<file path="src/rtl/adder_seq_ctrl.sv">
// adder_seq_ctrl: byte-serial wide adder sequencer driving one external 8-bit
// adder slice, LS byte first, with valid/ready handshakes on both sides.
module adder_seq_ctrl #(
  parameter int unsigned WORDS = 4
) (
  input  logic                 clk,
  input  logic                 rst,
  input  logic                 in_valid,
  output logic                 in_ready,
  input  logic [8*WORDS-1:0]   in_a,
  input  logic [8*WORDS-1:0]   in_b,
  input  logic                 in_cin,
  output logic                 out_valid,
  input  logic                 out_ready,
  output logic [8*WORDS-1:0]   out_sum,
  output logic                 out_cout,
  output logic                 out_ovf,
  output logic                 busy,
  output logic [7:0]           slc_a,
  output logic [7:0]           slc_b,
  output logic                 slc_cin,
  input  logic [7:0]           slc_sum,
  input  logic                 slc_cout
);

  localparam int unsigned W      = 8 * WORDS;
  localparam int unsigned BEAT_W = (WORDS > 1) ? $clog2(WORDS) : 1;
  localparam logic [BEAT_W-1:0] LAST_BEAT = BEAT_W'(WORDS - 1);

  typedef enum logic [1:0] {
    IDLE = 2'd0,
    RUN  = 2'd1,
    DONE = 2'd2
  } state_t;

  state_t            state;
  logic [BEAT_W-1:0] beat;
  logic              carry;
  logic [W-1:0]      a_q;
  logic [W-1:0]      b_q;
  logic              ovf_c;

  // Slice operands are only driven while a beat is in flight.
  always_comb begin
    slc_a   = 8'h00;
    slc_b   = 8'h00;
    slc_cin = 1'b0;
    if (state == RUN) begin
      slc_a   = a_q[8*32'(beat) +: 8];
      slc_b   = b_q[8*32'(beat) +: 8];
      slc_cin = carry;
    end
  end

  // Signed overflow judged from the operand MSBs and the final slice result.
  always_comb begin
    ovf_c = (a_q[W-1] == b_q[W-1]) && (slc_sum[7] != a_q[W-1]);
  end

  // Sequencer FSM with registered handshake and result outputs.
  always_ff @(posedge clk or posedge rst) begin
    if (rst) begin
      state     <= IDLE;
      beat      <= '0;
      carry     <= 1'b0;
      a_q       <= '0;
      b_q       <= '0;
      out_sum   <= '0;
      out_cout  <= 1'b0;
      out_ovf   <= 1'b0;
      out_valid <= 1'b0;
      busy      <= 1'b0;
      in_ready  <= 1'b1;
    end else begin
      case (state)
        IDLE: begin
          if (in_valid) begin
            a_q      <= in_a;
            b_q      <= in_b;
            carry    <= in_cin;
            beat     <= '0;
            in_ready <= 1'b0;
            busy     <= 1'b1;
            state    <= RUN;
          end
        end
        RUN: begin
          out_sum[8*32'(beat) +: 8] <= slc_sum;
          carry                     <= slc_cout;
          if (beat == LAST_BEAT) begin
            out_cout  <= slc_cout;
            out_ovf   <= ovf_c;
            out_valid <= 1'b1;
            state     <= DONE;
          end else begin
            beat <= beat + BEAT_W'(1);
          end
        end
        DONE: begin
          if (out_ready) begin
            out_valid <= 1'b0;
            busy      <= 1'b0;
            in_ready  <= 1'b1;
            state     <= IDLE;
          end
        end
        default: begin
          out_valid <= 1'b0;
          busy      <= 1'b0;
          in_ready  <= 1'b1;
          state     <= IDLE;
        end
      endcase
    end
  end

endmodule

</file>
<file path="config.mk">
export PLATFORM = sky130hd
export DESIGN_NAME = adder_seq_ctrl
export DESIGN_NICKNAME = d
export VERILOG_FILES = /design/src/rtl/adder_seq_ctrl.sv
export SDC_FILE = /design/constraint.sdc
export NUM_CORES = 1
export LEC_CHECK = 0
export CORE_MARGIN = 2
export CORE_UTILIZATION = 48
export CTS_CLUSTER_SIZE = 25
export DETAILED_ROUTE_END_ITERATION = 6
export PLACE_DENSITY_LB_ADDON = 0.1
export RECOVER_POWER = 100
export REMOVE_ABC_BUFFERS = 1
export SLEW_MARGIN = 10
export SYNTH_ARGS = -nofsm -noshare
export SYNTH_HDL_FRONTEND = slang
export SYNTH_SLANG_ARGS = --single-unit
</file>
<file path="constraint.sdc">
create_clock -name clk -period 4.3 [get_ports clk]
set_input_delay 0.43 -clock clk [delete_from_list [all_inputs] [get_ports clk]]
set_output_delay 0.43 -clock clk [all_outputs]
set_load 0.02 [all_outputs]
</file>
[Yosys cells after proc, flatten, opt, wreduce, memory -nomap -nowiden]
Index checks and enable logic that the tools add are counted.
Cells by class
  multiplexer cells: 21
  bitwise logic cells: 2
  $add $sub $neg: 2
  equality and inequality tests: 9
  reduce and logical (&&, ||, !) cells: 10
  shift operators: 4
Operators by type and width (number)
  indexed part select 32 x 6 -> 8 bit: 2
  negator 5 -> 34 bit: 1
  variable shift 8 x 34 -> 32 bit (first input constant): 1
  indexed part select 8 x 34 -> 32 bit: 1
  bitwise mux 32 bit: 1
  2-to-1 mux 8 bit: 2
  AND reduction 3 bit: 4
  2-to-1 mux 2 bit: 5
  case mux 1 bit (3 select lines): 3
  2-to-1 mux 1 bit: 7
  != test 2 bit (second input constant): 3
  case mux 2 bit (3 select lines): 1
  AND reduction 2 bit: 3
  equality test 2 bit (second input constant): 2
  case mux 2 bit (2 select lines): 1
  adder 2 x 1 -> 2 bit (second input constant): 1
  equality test 2 x 1 -> 1 bit (second input constant): 1
  logical NOT 2 bit: 1
  != test 2 x 1 -> 1 bit (second input constant): 1
  NOT 1 bit: 2
  case mux 1 bit (2 select lines): 1
  nonzero test 2 bit: 1
  equality test 1 bit: 1
  logical AND 1 bit: 1
  != test 1 bit: 1
Storage, ports and cells
  output and inout bits: 54
  bits of input ports: 78
  logic and storage cells: 59
  register bits: 106

[Logic depth before layout (Yosys ltp)]
  word-level depth: 3
  mapped depth: 7
  mapped depth without buffers: 5

[Least setup slack after synthesis]
OpenSTA, ideal clock, no wires.
  path kind: reg-to-reg
  start: register beat[1]
  end: register out_sum[16]
  clock period less this slack: 2285 ps
  arrival time: 2218 ps
  library setup time: 67 ps
  stages on the path, launching flop included: 8
  path buffers: 2
  path slack: 2015 ps
  data required time: 4233 ps
  cell sequence: dfrtp_1 > buf_2 > buf_1 > inv_1 > ha_1 > or3b_4 > nor4_4 > a22o_1
Between the ends
  longest elaborated chain between the ends: 3
  elaborated cells between the ends (all ways): 4
  classes of those cells: 1 x add/sub; 2 x shift; 1 x mux
RTL lines
  start, declared: RTL line 37  | logic [BEAT_W-1:0] beat;
  start signal, assigned: RTL line 96  | beat <= beat + BEAT_W'(1);
  negator 5 -> 34 bit (*): RTL line 88  | out_sum[8*32'(beat) +: 8] <= slc_sum;
  indexed part select 8 x 34 -> 32 bit / variable shift 8 x 34 -> 32 bit (equally long branches): RTL line 88
  bitwise mux 32 bit (*): RTL line 88
  end signal, assigned by index: RTL line 88
  end, declared: RTL line 15  | output logic [8*WORDS-1:0] out_sum,
Mark *: on every way between the ends. The rest lies on a longest branch, timed or not.
A chain may end at the register's enable or synchronous reset.

[Worst setup path in the final report]
  start: register beat[1]
  end: register out_sum[19]
Same word-level chain as after synthesis.

==> results.sh <==
export IMPL_status="finished with violations"
export IMPL_violations="capacitance limit, slew limit"
export IMPL_ys_top_cells_by_count="dfrtp_1 (105), mux2_2 (67), a22o_1 (30), and2_1 (17), mux4_2 (16)"
export IMPL_final_net_count=522
export IMPL_yosys_area_share_adder=0.0162
export IMPL_final_hold_viol_count=0
export IMPL_hold_class="reg2reg"
export IMPL_syn_area_um2=4620
export IMPL_seqPwrFrac=0.403
export IMPL_antenna_found_initial=0
export IMPL_reg2reg_depth=5
export IMPL_holdPathStages=1
export IMPL_netSwitchingPower_uw=1650
export IMPL_grt_total_usage=0.200
export IMPL_rr_startpoint="beat[1]"
export IMPL_yosys_area_top_type="dfrtp_1"
export IMPL_core_area_um2=9280
export IMPL_synth_top_family_by_area="multiplexers"
export IMPL_max_slew_margin_rel=-0.987
export IMPL_wl_per_cell_um=17.3
export IMPL_r2r_end="out_sum[19]"
export IMPL_power_density_nw_per_um2=745
export IMPL_vias=3087
export IMPL_routabilityCongestion=0.779
export IMPL_async_flop_share=1.00
export IMPL_synth_top_area_frac=0.569
export IMPL_firstDrtPassIters=4
export IMPL_seq_area_frac_synth=0.574
export IMPL_timing_hold_ws_ns=0.506
export IMPL_root_buffer="clkbuf_8"
export IMPL_irDropWorstVdd_v=0.000313
export IMPL_postRouteAntennaNets=0
export IMPL_start_util=0.498
export IMPL_synth_cell_types=29
export IMPL_grt_overflow=0
export IMPL_swShare=0.361
export IMPL_critPathArrivalTime_ns=3.59
export IMPL_yosys_area_share_simple=0.0674
export IMPL_yosys_warnings=0
export IMPL_area_growth_pct=33.1
export IMPL_grt_pass1_wl_mm=16.0
export IMPL_clkPwrFrac=0.122
export IMPL_max_cap_violations=3
export IMPL_grt_pass1_vias=3156
export IMPL_synth_most_common_cell="dfrtp_1"
export IMPL_route_detailed_drc=0
export IMPL_ioPinCount=132
export IMPL_rrSetupSlack_ns=1.00
export IMPL_cts_setup_buffers=0
export IMPL_hold_end="out_sum[15]"
export IMPL_p_int_uw=2930
export IMPL_path_clk_slew_ns=0.10
export IMPL_worst_slew_pin_slew_ns=2.96
export IMPL_synthMuxAreaShare=0.241
export IMPL_clock_skew_ns=0.0145
export IMPL_cts_hold_buf=0
export IMPL_finalCriticalPeriod_ns=3.30
export IMPL_cts_sinks=106
export IMPL_numCtsBuffers=9
export IMPL_synth_compound_area_frac=0.0753
export IMPL_synth_seq_cells=106
export IMPL_clk_insertion_delay_late_ns=0.36
export IMPL_core_rowCount=35
export IMPL_grt_max_degree=68
export IMPL_synthFlopType="dfrtp_1"
export IMPL_synth_xor_area_share=0
export IMPL_tns_ns=0
export IMPL_hold_path_startpoint="out_sum[15]"
export IMPL_die_w_um=102
export IMPL_synthCells=307
export IMPL_numPortBuffers=131
export IMPL_synth_avg_cell_area_um2=15.1
export IMPL_min_period_over_period=0.767
export IMPL_cts_tree="yes"
export IMPL_finalWirelength_mm=9.92
export IMPL_crit_type="reg2reg"
export IMPL_drtIter0Drc=78
export IMPL_drive_gt1_frac=0.237
export IMPL_cts_buffer_depth=2
export IMPL_hpwl_mm=6.97
export IMPL_viasPerCell=5.40
export IMPL_die_y_um=102
export IMPL_drv_slew=135
export IMPL_critical_path_startpoint="beat[1]"
export IMPL_synth_edf_count=0
export IMPL_crit_path_end_kind="register"
export IMPL_worstPathMaxFanout=20
export IMPL_synth_area_leaders="dfrtp_1 (57%), mux2_2 (16%), mux4_2 (7.8%)"
export IMPL_rsz0062_at_grt="no"
export IMPL_setup_viol=0
export IMPL_diodes=0
export IMPL_htree_levels=3
export IMPL_max_freq_ghz=0.303
export IMPL_worst_setup_path_start_kind="register"
export IMPL_power_static_leakage_uw=0.00268
export IMPL_critPathRequiredTime_ns=4.59
export IMPL_cts_resized_gates=0
export IMPL_p_comb_frac=0.475
export IMPL_dieArea_um2=10400
==> worst max-delay path, stage by stage, from the launching register on <==
cell	delay, ns
dfrtp_1	0.96
inv_1	0.21
ha_1	0.27
or3b_1	0.44
nor4_1	1.10
a22o_1	0.25
==> worst max path at each step <==
stage,to,slack [ns],cells past startpoint
finish,out_sum[19],1.00,5
global route,out_sum[16],0.75,5
CTS,slc_b[4],1.26,3
detailed placement,slc_b[5],1.67,3
global placement,slc_b[2],1.66,3
floorplan,beat[0],-1.70,3
==> cells in the final DEF, fill, tap and decap left out <==
cell type,netlist,layout
clkinv_4,0,1
clkinvlp_4,0,2
a22o_1,30,30
o21ai_0,4,4
clkbuf_1,2,2
dfrtp_2,0,1
dlygate4sd3_1,0,55
clkdlybuf4s50_1,0,76
mux2_2,67,67
a21oi_1,3,3
a32o_1,2,2
and2_1,17,17
o22a_2,1,1
or3b_1,0,1
nand2_1,12,12
nor4_1,0,1
clkbuf_8,0,9
nor2_1,6,6
and2b_1,0,2
nor3_1,0,2
nor3b_1,2,2
buf_4,7,2
clkinvlp_2,0,1
clkinv_2,0,2
ha_1,6,6
dfstp_2,1,1
nand2b_1,3,3
inv_1,6,5
dfrtp_1,105,104
o22ai_1,2,2
mux4_2,16,16
inv_6,0,2
nor4b_1,0,1
nor2b_1,1,1
a22oi_1,1,1
==> metal layers <==
layer	vias up	GRT usage	share of wire
li1	1395	-	-
met1	1586	0.272	0.43
met2	94	0.317	0.50
met3	12	0.0657	0.060
met4	0	0.0451	0.013
met5	-	0	0
==> flip-flops by register name (all words and copies together) (netlist names) <==
register,count
in_ready,1
carry,1
out_valid,1
out_sum,32
b_q,32
out_ovf,1
state,2
busy,1
out_cout,1
beat,2
a_q,32
==> through the flow <==
stage	instance area (µm²)	total power [µW]	std cells	util	worst slack, ns
floorplan	4530	3300	292	-	-1.70
global placement	6040	4160	556	0.650	1.66
detailed placement	6040	4230	556	0.650	1.67
CTS	6210	4800	572	0.669	1.26
global route	6150	4900	572	0.662	0.748
finish	6150	4580	572	0.662	1.00
==> area by class of cell <==
class                      count  area (µm²)
clock buffer                   9         124
clock inverter                 7        51.3
fill                         735        3130
inverter                       6        23.8
multi-input combinational    180        1800
sequential                   106        2660
tap                          129         161
timing repair buffer         135        1330
==> power groups by stage <==
| stage | logic, µW | clock network [µW] | registers, µW |
|---|---|---|---|
| 6_report | 2180 | 560 | 1850 |
| 3_3_place_gp | 2290 | 0 | 1860 |
| 5_1_grt | 2350 | 621 | 1930 |
| 4_1_cts | 2350 | 579 | 1870 |
| 2_1_floorplan | 1340 | 0 | 1960 |
| 3_5_place_dp | 2340 | 0 | 1880 |
==> cell families after synthesis <==
kind of cell               after synthesis
DFF                                    106
adders and majority gates                6
buffers and inverters                   21
AOI/OAI and AO/OA                       43
muxes                                   83
and+or+nand+nor                         48
Power figures use the tool's default switching activity.
